$ cat config.mk
export PLATFORM = sky130hd
export DESIGN_NAME = downcounter6bit_reload
export DESIGN_NICKNAME = d
export VERILOG_FILES = /design/src/rtl/downcounter6bit_reload.sv
export SDC_FILE = /design/constraint.sdc
export NUM_CORES = 1
export LEC_CHECK = 0
export CAP_MARGIN = 20
export CORE_MARGIN = 5
export CORE_UTILIZATION = 41
export DETAILED_ROUTE_END_ITERATION = 12
export PLACE_DENSITY = 0.68
export SYNTH_ARGS = -nofsm -noshare
export SYNTH_HDL_FRONTEND = slang
export SYNTH_SLANG_ARGS = --single-unit
$ cat constraint.sdc
create_clock -name clk -period 3.9 [get_ports clk]
set_clock_uncertainty 0.1 [all_clocks]
set_input_delay 0.585 -clock clk [delete_from_list [all_inputs] [get_ports clk]]
set_output_delay 0.585 -clock clk [all_outputs]
set_load 0.05 [all_outputs]
$ cat src/rtl/downcounter6bit_reload.sv
// Synchronous down counter with parallel load, count enable and optional
// auto-reload from a latched reload value; tc/uf are registered one-cycle pulses.
module downcounter6bit_reload #(
  parameter int WIDTH = 6
) (
  input  logic             clk,
  input  logic             clr,
  input  logic             load,
  input  logic [WIDTH-1:0] din,
  input  logic             en,
  input  logic             mode,
  output logic [WIDTH-1:0] count,
  output logic             zero,
  output logic             tc,
  output logic             uf
);

  localparam logic [WIDTH-1:0] CNT_ZERO = {WIDTH{1'b0}};
  localparam logic [WIDTH-1:0] CNT_ONE  = {{(WIDTH-1){1'b0}}, 1'b1};

  logic [WIDTH-1:0] count_q, count_d;
  logic [WIDTH-1:0] reload_q, reload_d;
  logic             tc_q, tc_d;
  logic             uf_q, uf_d;

  // Next-state decode: load beats enable; at zero, mode picks hold or reload.
  always_comb begin
    count_d  = count_q;
    reload_d = reload_q;
    tc_d     = 1'b0;
    uf_d     = 1'b0;
    if (load) begin
      count_d  = din;
      reload_d = din;
    end else if (en) begin
      if (count_q > CNT_ONE) begin
        count_d = count_q - CNT_ONE;
      end else if (count_q == CNT_ONE) begin
        count_d = CNT_ZERO;
        tc_d    = 1'b1;
      end else if (mode) begin
        count_d = reload_q;
        uf_d    = 1'b1;
      end else begin
        count_d = CNT_ZERO;
      end
    end else begin
      count_d  = count_q;
      reload_d = reload_q;
    end
  end

  // State and pulse registers, cleared asynchronously by clr.
  always_ff @(posedge clk or negedge clr) begin
    if (!clr) begin
      count_q  <= CNT_ZERO;
      reload_q <= CNT_ZERO;
      tc_q     <= 1'b0;
      uf_q     <= 1'b0;
    end else begin
      count_q  <= count_d;
      reload_q <= reload_d;
      tc_q     <= tc_d;
      uf_q     <= uf_d;
    end
  end

  assign count = count_q;
  assign zero  = (count_q == CNT_ZERO);
  assign tc    = tc_q;
  assign uf    = uf_q;

endmodule

== Word-level counts from Yosys, hierarchy flattened ==
Cells that the tools add are included.
Operators by class
  add/subtract/negate cells: 1
  $mul: 0
  div/mod/pow operators: 0
  $lt $le $gt $ge: 1
  equal/unequal tests: 1
  shift operators: 0
  muxes and demuxes: 14
  bitwise operators: 0
  reduce and logical (&&, ||, !) cells: 2
Operators by type and width (count)
  two-way mux 6 bit: 5
  two-way mux 1 bit: 9
  equality test 6 x 1 -> 1 bit (second input constant): 1
  greater-than comparator 6 x 1 -> 1 bit (second input constant): 1
  logical NOT 6 bit: 1
  subtractor 6 x 1 -> 6 bit (second input constant): 1
  nonzero test 2 bit: 1
Storage, ports and cells
  register bits after elaboration: 14
  latch bits: 0
  bits in writable memories: 0
  memory bits (read-only): 0
  input port bits: 11
  output and inout bits: 9
  word-level logic and storage cells: 23
  memories kept: 0

== Depth between registers and ports, before layout ==
Gate-level depths: netlist (run 1).
  word-level depth: 5
  gate-level depth with buffers: 7

== Least setup slack after synthesis (run 1) ==
OpenSTA, ideal clock, no wires.
  path kind: register -> output
  start point: reg count_q[5] (netlist: count[5])
  end point: out zero
  arrival time: 1.474 ns
  required time: 3.215 ns
  slack: 1.741 ns
  stages on the path, launching flop included: 3
  path buffers: 0
  cells stage by stage: dfrtp_1 > nor4_1 > and2_1
On the way
  word-level cells in the longest chain between the ends: 1
Ends and longest elaborated chain
  start: declaration: RTL line 21  | logic [WIDTH-1:0] count_q, count_d;
  start signal: assignment: RTL line 61  | count_q <= count_d;
  logical NOT 6 bit: RTL line 69  | assign zero = (count_q == CNT_ZERO);
  end: declaration: RTL line 13  | output logic zero,
Every way passes these cells.

== Worst setup path in the final report (run 1) ==
Ends and elaborated chain as after synthesis.

==> flow_summary_export.csv, run 1 <==
group,metric,value,unit
outcome,run_status,"finished, final reports clean",
grt,grt_pass1_wl,3060,um
cts,cts.sinks,14,
detailed_routing,ant_nets,0,
final_layout,syn_to_final_growth,26.8,%
logic_synthesis,synth_top_area_share,0.436,
setup_path,worstSetupStartpoint,"count[5]",
final_layout,layout_common_cells,"19 x clkdlybuf4s50_1, 14 x dfrtp_1, 8 x nor2_1",
cts,post_cts_resized,0,
setup_path,crit_type,"flop to output pin",
place,place_hpwl,1270,um
setup_path,start_kind,"flop",
power_and_ir_drop,peakVddDrop,217,uV
worst_hold_path,min_to,"reload_q[5]",
grt,grt_max_degree,20,
floorplan,row_count,16,
grt,grt_util_all_layers,0.146,
detailed_routing,wl_per_cell,13.8,um
final_layout,fin_area,0.00102,mm2
logic_synthesis,synth_xor_area_frac,0,
sta,fmax,0.354,GHz
worst_hold_path,hold_class,"flop to flop",
logic_synthesis,netlist_instances,80,
logic_synthesis,ys_seq_area_frac,0.436,
setup_path,end_kind,"output pin",
logic_synthesis,synth_top_family_by_area,"simple AND/OR/NAND/NOR gates",
cts,clock_latency,280,ps
sta,tightest_slew,667,ps
detailed_routing,first_iter_violations,3,
logic_synthesis,synth_seq_cells,14,
sta,period_share,0.724,
cts,cts_tree,"yes",
sta,finalSetupViolations,0,
sta,finalHoldViolCount,0,
detailed_routing,totalWireLength,1720,um
final_layout,mostFrequentLayoutCell,"clkdlybuf4s50_1",
detailed_routing,drt_first_pass_iters,4,
logic_synthesis,synth-simple-area-share,0.174,
cts,cts.clk_slew.worst_paths,80,ps
run,max_cap_violations,0,
grt,grt_pass1_vias,670,
detailed_routing,routed_via_density,5.31,
logic_synthesis,synthesis.nets,94,
setup_path,timing.rr.end,"count[3]",
floorplan,die_y,54.3,um
final_layout,fillCellCount,183,
cts,cts_buffer_depth,2,
sta,rsz0062_at_grt,"no",
logic_synthesis,synthTopCellsByArea,"dfrtp_1 44%, mux2_2 9.8%, ha_1 4.7%",
final_layout,seqCellArea,350,um2
setup_path,r2r_start,"count[0]",
final_layout,fin_nets,114,
floorplan,core_area,0.00192,mm2
setup_path,rrSetupSlack,1930,ps
power_and_ir_drop,p_leak,0.000431,uW
cts,cts_setup_buffers,0,
logic_synthesis,muxShareOfSynthArea,0.123,
place,portBuffers,19,
cts,ctsHoldBuffers,0,
final_layout,diodes,0,
sta,slew_viol_final,0,
power_and_ir_drop,pwr_density_cell,379,mW/mm2
sta,slew_headroom,0.554,
final_layout,drive_above_1_share,0.133,
place,gp_congestion,0.861,
logic_synthesis,synthAdderAreaFrac,0.0467,
logic_synthesis,avgSynthCellArea,10.0,um2
detailed_routing,vias,664,
cts,h-tree-depth,1,
logic_synthesis,synth_cell_types,31,
setup_path,reg2reg_depth,6,
cts,cts_buffers,3,
logic_synthesis,synth_compound_area_frac,0.153,
logic_synthesis,yosys_warnings,0,
grt,grt-ovfl-total,0,
floorplan,dieArea,0.00294,mm2
final_layout,multi_input_area,399,um2
cts,root_buffer,"clkbuf_4",
logic_synthesis,synth_top_area_cell,"dfrtp_1",
place,place_area,996,um2
setup_path,crit_required,3210,ps
worst_hold_path,hold_start,"reload_q[5]",
worst_hold_path,hold_path_depth,1,
sta,fin_crit,2820,ps
setup_path,critPathMaxFanout,8,
floorplan,ioPinCount,20,
floorplan,start_util,0.418,
logic_synthesis,syn_area,803,um2
floorplan,fp.dieW,54.3,um
setup_path,worstPathArrival,2140,ps
detailed_routing,drc_errors,0,
grt,antenna_found_initial,0,
sta,finalSetupTns,0,ps
power_and_ir_drop,power,386,uW
metal layers:
metal / part of all wire / routed length [um] / up-vias / GRT usage
li1: - / - / 333 / -
met1: 0.47 / 805 / 313 / 0.196
met2: 0.46 / 797 / 14 / 0.215
met3: 0.055 / 94 / 4 / 0.0436
met4: 0.013 / 22 / 0 / 0.0622
met5: 0 / 0 / - / 0
cell type report:
class	count	share of cell area
multi-input combinational	56	0.392
sequential	14	0.344
clock buffer	3	0.0221
tap	27	0.0332
inverter	6	0.0221
timing repair buffer	19	0.187
worst max path at each step:
stage	slack, ps	endpoint	cells after the start
6_report	1080	zero	3
3_5_place_dp	1360	zero	3
2_1_floorplan	1740	zero	2
4_1_cts	1050	zero	3
3_3_place_gp	1390	zero	3
5_1_grt	970	zero	3
registers in the layout, summed over array words and instances (netlist names):
name	flops
tc	1
uf	1
reload_q	6
count	6
worst max-delay path, stage by stage, from the launching register on:
cell             delay [ps]
dfrtp_1                 460
nor4_1                  420
and2_1                  180
clkdlybuf4s50_1         790
through the flow:
stage / hold WS, ps / cells / util / setup WS (ps)
after floorplan: 189 / 80 / - / 1740
after global placement: 391 / 122 / 0.518 / 1390
after detailed placement: 398 / 122 / 0.518 / 1360
after CTS: 417 / 125 / 0.530 / 1050
after global routing: 431 / 125 / 0.530 / 971
final: 415 / 125 / 0.530 / 1080
cells in the mapped netlist:
master and instances:
dfrtp_1 14, nor2_1 8, a21oi_1 7, mux2_2 7, inv_1 6, nand2_1 4
nand3_1 4, ha_1 3, a32oi_1 2, buf_4 2, mux2i_1 2, o21ai_1 2
a22oi_1 1, a31oi_1 1, a32o_1 1, and2_1 1, and3_1 1, and4_1 1
and4b_1 1, buf_2 1, buf_6 1, nor2_2 1, nor2b_1 1, nor3_1 1
nor3b_2 1, nor4_1 1, o2111ai_1 1, o211ai_2 1, o22ai_1 1, o32ai_1 1
or4_1 1
where the power goes:
part / leakage [uW] / switching (uW) / internal (uW)
clock: 0.0000138 / 46.8 / 35.9
sequential: 0.000168 / 19.1 / 160
combinational: 0.000249 / 72.2 / 51.3
cells by family (layout without fill, tap and decap cells):
| family | after synthesis | count (layout) |
|---|---|---|
| buffers and inverters | 10 | 28 |
| AOI/OAI and AO/OA | 18 | 18 |
| adders and majority gates | 3 | 3 |
| and+or+nand+nor | 26 | 26 |
| muxes | 9 | 9 |
| DFF | 14 | 14 |
Note: power is estimated with default switching activity, not from simulation.
==> run 2: changes to the inputs <==
Settings changed: PLACE_DENSITY 0.68 to 0.71.
Clock period 3.9 ns to 2.51 ns, I/O delays scaled along.
==> run 2 against run 1 <==
  * Non-clock buffer count grew 1
  * Count of clock-buffer cells in the layout is the same
  * Die area is the same
  * Global-route usage grew 0.46 points
  * Setup slack lost 720 ps
  * Critical endpoint is now count[2]
  * Sequential share of layout area shrank 0.17 points
  * Combinational power grew 59%
  * Via count grew 6.2%
  * Final area grew 0.49%
  * Cell count grew 0.80%
==> flow_summary_export.csv, run 2 (synthesis gave the netlist of run 1 again) <==
group,metric,value,unit
place,place_inst,123,
floorplan,ioPinCount,20,
setup_path,start_kind,"flop",
floorplan,die_y,54.3,um
place,gp_congestion,0.831,
setup_path,worstSetupStartpoint,"count[2]",
detailed_routing,wl_per_cell,15.0,um
setup_path,crit_type,"flop to output pin",
detailed_routing,wl_met2,987,um
sta,fmax,0.464,GHz
detailed_routing,wl_met1,783,um
cts,cts_setup_buffers,0,
final_layout,layout_common_cells,"18 x clkdlybuf4s50_1, 14 x dfrtp_1, 8 x nor2_1",
power_and_ir_drop,power.internal,386,uW
setup_path,critPathMaxFanout,8,
detailed_routing,vias,705,
run,max_cap_violations,0,
sta,slew_headroom,0.575,
grt,grt_pass1_vias,695,
detailed_routing,met3_length,94,um
setup_path,r2r_start,"count[1]",
setup_path,crit_family,"buffers and inverters",
detailed_routing,drc_errors,0,
floorplan,fp.dieW,54.3,um
power_and_ir_drop,p_leak,0.000437,uW
final_layout,mostFrequentLayoutCell,"clkdlybuf4s50_1",
final_layout,diodes,0,
power_and_ir_drop,clkPwrFrac,0.210,
cts,cts_buffers,3,
sta,period_share,0.859,
cts,post_cts_resized,0,
setup_path,reg2reg_depth,6,
sta,finalHoldViolCount,0,
sta,finalSetupTns,0,ps
grt,grt_max_degree,15,
grt,antenna_found_initial,0,
worst_hold_path,hold_class,"input port to async pin",
detailed_routing,totalWireLength,1890,um
grt,grt-ovfl-total,0,
cts,clock_latency,280,ps
floorplan,start_util,0.418,
floorplan,row_count,16,
final_layout,final_util,0.533,
cts,cts_buffer_depth,2,
sta,rsz0062_at_grt,"no",
sta,fin_crit,2160,ps
detailed_routing,first_iter_violations,25,
setup_path,worstPathArrival,1680,ps
final_layout,fillCellCount,197,
final_layout,fin_nets,115,
cts,cts.sinks,14,
detailed_routing,ant_nets,0,
detailed_routing,drt_first_pass_iters,4,
place,pre_cts_slack,606,ps
setup_path,crit_required,2030,ps
setup_path,worstPathCellList,"clkdlybuf4s50_1",
detailed_routing,highest_layer,"met4",
final_layout,final_cells,126,
place,place_hpwl,1450,um
final_layout,drive_above_1_share,0.152,
outcome,run_status,"finished, final reports clean",
power_and_ir_drop,p_seq_frac,0.467,
power_and_ir_drop,power,607,uW
sta,slew_viol_final,0,
setup_path,crit_path_max_incr_delay,870,ps
sta,finalSetupViolations,0,
setup_path,crit_slowest_cell,"clkdlybuf4s50_1",
sta,setup_ws,354,ps
power_and_ir_drop,combPwrFrac,0.323,
power_and_ir_drop,pwr_density_cell,593,mW/mm2
floorplan,core_area,0.00192,mm2
setup_path,timing.rr.end,"count[0]",
grt,grt_util_all_layers,0.150,
cts,h-tree-depth,1,
power_and_ir_drop,peakVddDrop,336,uV
grt,grt_pass1_wl,3130,um
cts,ctsHoldBuffers,0,
cts,cts.clk_slew.worst_paths,80,ps
setup_path,critPathBufInv,1,
cts,root_buffer,"clkbuf_4",
detailed_routing,routed_via_density,5.60,
floorplan,dieArea,0.00294,mm2
setup_path,end_kind,"output pin",
setup_path,rrSetupSlack,590,ps
power_and_ir_drop,p_sw_frac,0.364,
sta,tightest_slew,635,ps
cts,cts_tree,"yes",
place,portBuffers,19,
final_layout,syn_to_final_growth,27.4,%
power_and_ir_drop,netSwitchingPower,221,uW
run 2: stage by stage:
stage                     hold slack [ps]  area [um2]
after detailed placement              398        1000
after CTS                             415        1020
final                                 381        1020
after floorplan                     -19.1         803
after global placement                399        1000
after global routing                  428        1020
run 2: area by class of cell:
cell class	count	area [um2]	share of cell area
timing repair buffer	20	195	0.191
sequential	14	350	0.342
multi-input combinational	56	399	0.390
tap	27	33.8	0.0330
clock buffer	3	22.5	0.0220
inverter	6	22.5	0.0220
run 2: metal layers:
layer,up-vias,track usage
met5,-,0
met4,0,0.0622
met3,5,0.0354
met2,23,0.253
met1,348,0.182
li1,329,-
run 2: how the worst max path moves through the flow:
stage	endpoint	slack, ps	cells after the start
global route	count[2]	310	1
global placement	count[3]	630	5
finish	count[2]	350	1
detailed placement	count[0]	610	6
floorplan	count[4]	480	7
CTS	count[2]	370	1
run 2: power by group through the flow:
stage | sequential, uW | clock, uW | combinational (uW)
after global routing | 289 | 140 | 211
after detailed placement | 286 | 0 | 196
final | 283 | 127 | 196
after floorplan | 329 | 0 | 78.6
after global placement | 285 | 0 | 193
after CTS | 282 | 128 | 197
==> run 3: changes to the inputs <==
Settings changed: CORE_MARGIN 5 to not set, CORE_UTILIZATION 41 to 42, PLACE_DENSITY 0.71 to 0.76.
==> run 3 against run 2 <==
  * Die area decreased by 29%
  * Register-to-register slack got worse by 70 ps
  * Hold slack better by 1.7 ps
  * Maximum frequency rose by 2.3%
  * Sequential power hardly changed
  * Non-clock buffer count did not move
  * Routed wire length decreased by 9.1%
  * Power rose by 5.3%
  * First-iteration DRC count fell by 28%
  * Count of clock-buffer cells in the layout is 1 higher
  * Final area rose by 1.1%
==> flow_summary_export.csv, run 3 (synthesis gave the netlist of run 1 again) <==
group,metric,value,unit
outcome,run_status,"finished, final reports clean",
final_layout,mostFrequentLayoutCell,"clkdlybuf4s50_1",
power_and_ir_drop,p_leak,0.000445,uW
setup_path,critPathBufInv,1,
setup_path,start_kind,"flop",
sta,tightest_slew,638,ps
floorplan,die_y,45.7,um
setup_path,rrSetupSlack,520,ps
grt,grt_pass1_wl,2980,um
place,portBuffers,19,
grt,grt_max_degree,16,
setup_path,worstPathArrival,1630,ps
sta,slew_viol_final,0,
sta,fmax,0.475,GHz
place,place_hpwl,1240,um
setup_path,crit_required,2030,ps
grt,antenna_found_initial,0,
cts,post_cts_resized,0,
grt,grt-ovfl-total,0,
sta,period_share,0.840,
detailed_routing,vias,705,
final_layout,final_cells,125,
power_and_ir_drop,pwr_density_cell,617,mW/mm2
place,gp_congestion,0.783,
final_layout,seqCellArea,350,um2
floorplan,core_area,0.00176,mm2
cts,cts_tree,"yes",
cts,cts_buffers,3,
cts,h-tree-depth,1,
grt,grt_util_all_layers,0.204,
setup_path,worstPathCellList,"clkdlybuf4s50_1",
run,max_cap_violations,0,
cts,cts.clk_slew.worst_paths,90,ps
sta,rsz0062_at_grt,"no",
detailed_routing,ant_nets,0,
place,place_inst,121,
sta,finalSetupViolations,0,
floorplan,start_util,0.455,
sta,finalHoldViolCount,0,
detailed_routing,routed_via_density,5.64,
setup_path,crit_type,"flop to output pin",
cts,ctsHoldBuffers,0,
cts,clock_latency,280,ps
floorplan,row_count,15,
detailed_routing,first_iter_violations,18,
cts,root_buffer,"clkbuf_4",
detailed_routing,wl_per_cell,13.8,um
setup_path,critPathMaxFanout,8,
cts,cts_setup_buffers,0,
setup_path,end_kind,"output pin",
final_layout,drive_above_1_share,0.160,
sta,finalSetupTns,0,ps
final_layout,diodes,0,
final_layout,syn_to_final_growth,28.8,%
setup_path,crit_slowest_cell,"clkdlybuf4s50_1",
final_layout,fin_nets,115,
setup_path,crit_family,"buffers and inverters",
final_layout,multi_input_area,399,um2
floorplan,dieArea,0.00209,mm2
floorplan,ioPinCount,20,
cts,cts_buffer_depth,2,
sta,slew_headroom,0.574,
final_layout,fillCellCount,175,
detailed_routing,drt_first_pass_iters,6,
floorplan,fp.dieW,45.7,um
grt,grt_pass1_vias,693,
sta,fin_crit,2110,ps
detailed_routing,drc_errors,0,
worst_hold_path,hold_class,"input port to async pin",
power_and_ir_drop,peakVddDrop,425,uV
cts,cts.sinks,14,
setup_path,crit_path_max_incr_delay,860,ps
final_layout,layout_common_cells,"18 x clkdlybuf4s50_1, 14 x dfrtp_1, 8 x nor2_1",
detailed_routing,totalWireLength,1720,um
[run 3: cell count changes in the layout (fill, tap and decap cells not counted)]
| cell | delta |
|---|---|
| clkbuf_8 | +1 |
[run 3: layer usage]
| layer | GRT usage | up-vias | routed length [um] |
|---|---|---|---|
| met1 | 0.270 | 334 | 772 |
| met5 | 0 | - | 0 |
| met2 | 0.294 | 39 | 796 |
| met3 | 0.0754 | 2 | 146 |
| met4 | 0.0941 | 0 | 5 |
| li1 | - | 330 | - |
[run 3: layout make-up]
type / instances / share of cell area
Timing Repair Buffer: 20 / 0.189
Inverter: 6 / 0.0218
Multi-Input combinational cell: 56 / 0.386
Tap cell: 25 / 0.0302
Sequential cell: 14 / 0.339
Clock buffer: 4 / 0.0351
[run 3: where the power goes]
part	leakage, uW	total [uW]	switching (uW)	internal (uW)
Clock	0.0000210	162	74.2	88.3
Combinational	0.000256	195	114	80.9
Sequential	0.000168	281	31.4	249
[run 3: final timing paths]
path                              from     endpoint  cells after the start
min in group clk           reload_q[0]  reload_q[0]                      1
hold / removal                     clr  reload_q[0]                      1
setup reg to reg              count[1]     count[3]                      6
hold reg to reg            reload_q[0]  reload_q[0]                      1
setup / recovery              count[2]     count[2]                      1
max in group asynchronous          clr  reload_q[5]                      1
[run 3: stage by stage]
| step | utilization | instance area [um2] | hold slack [ps] | power (uW) | worst slack (ps) |
|---|---|---|---|---|---|
| 6_report | 0.587 | 1030 | 383 | 638 | 403 |
| 5_1_grt | 0.587 | 1030 | 436 | 677 | 334 |
| 4_1_cts | 0.587 | 1030 | 404 | 644 | 391 |
| 3_5_place_dp | 0.566 | 998 | 400 | 478 | 598 |
| 3_3_place_gp | 0.566 | 998 | 399 | 475 | 653 |
| 2_1_floorplan | - | 803 | -19.1 | 407 | 477 |
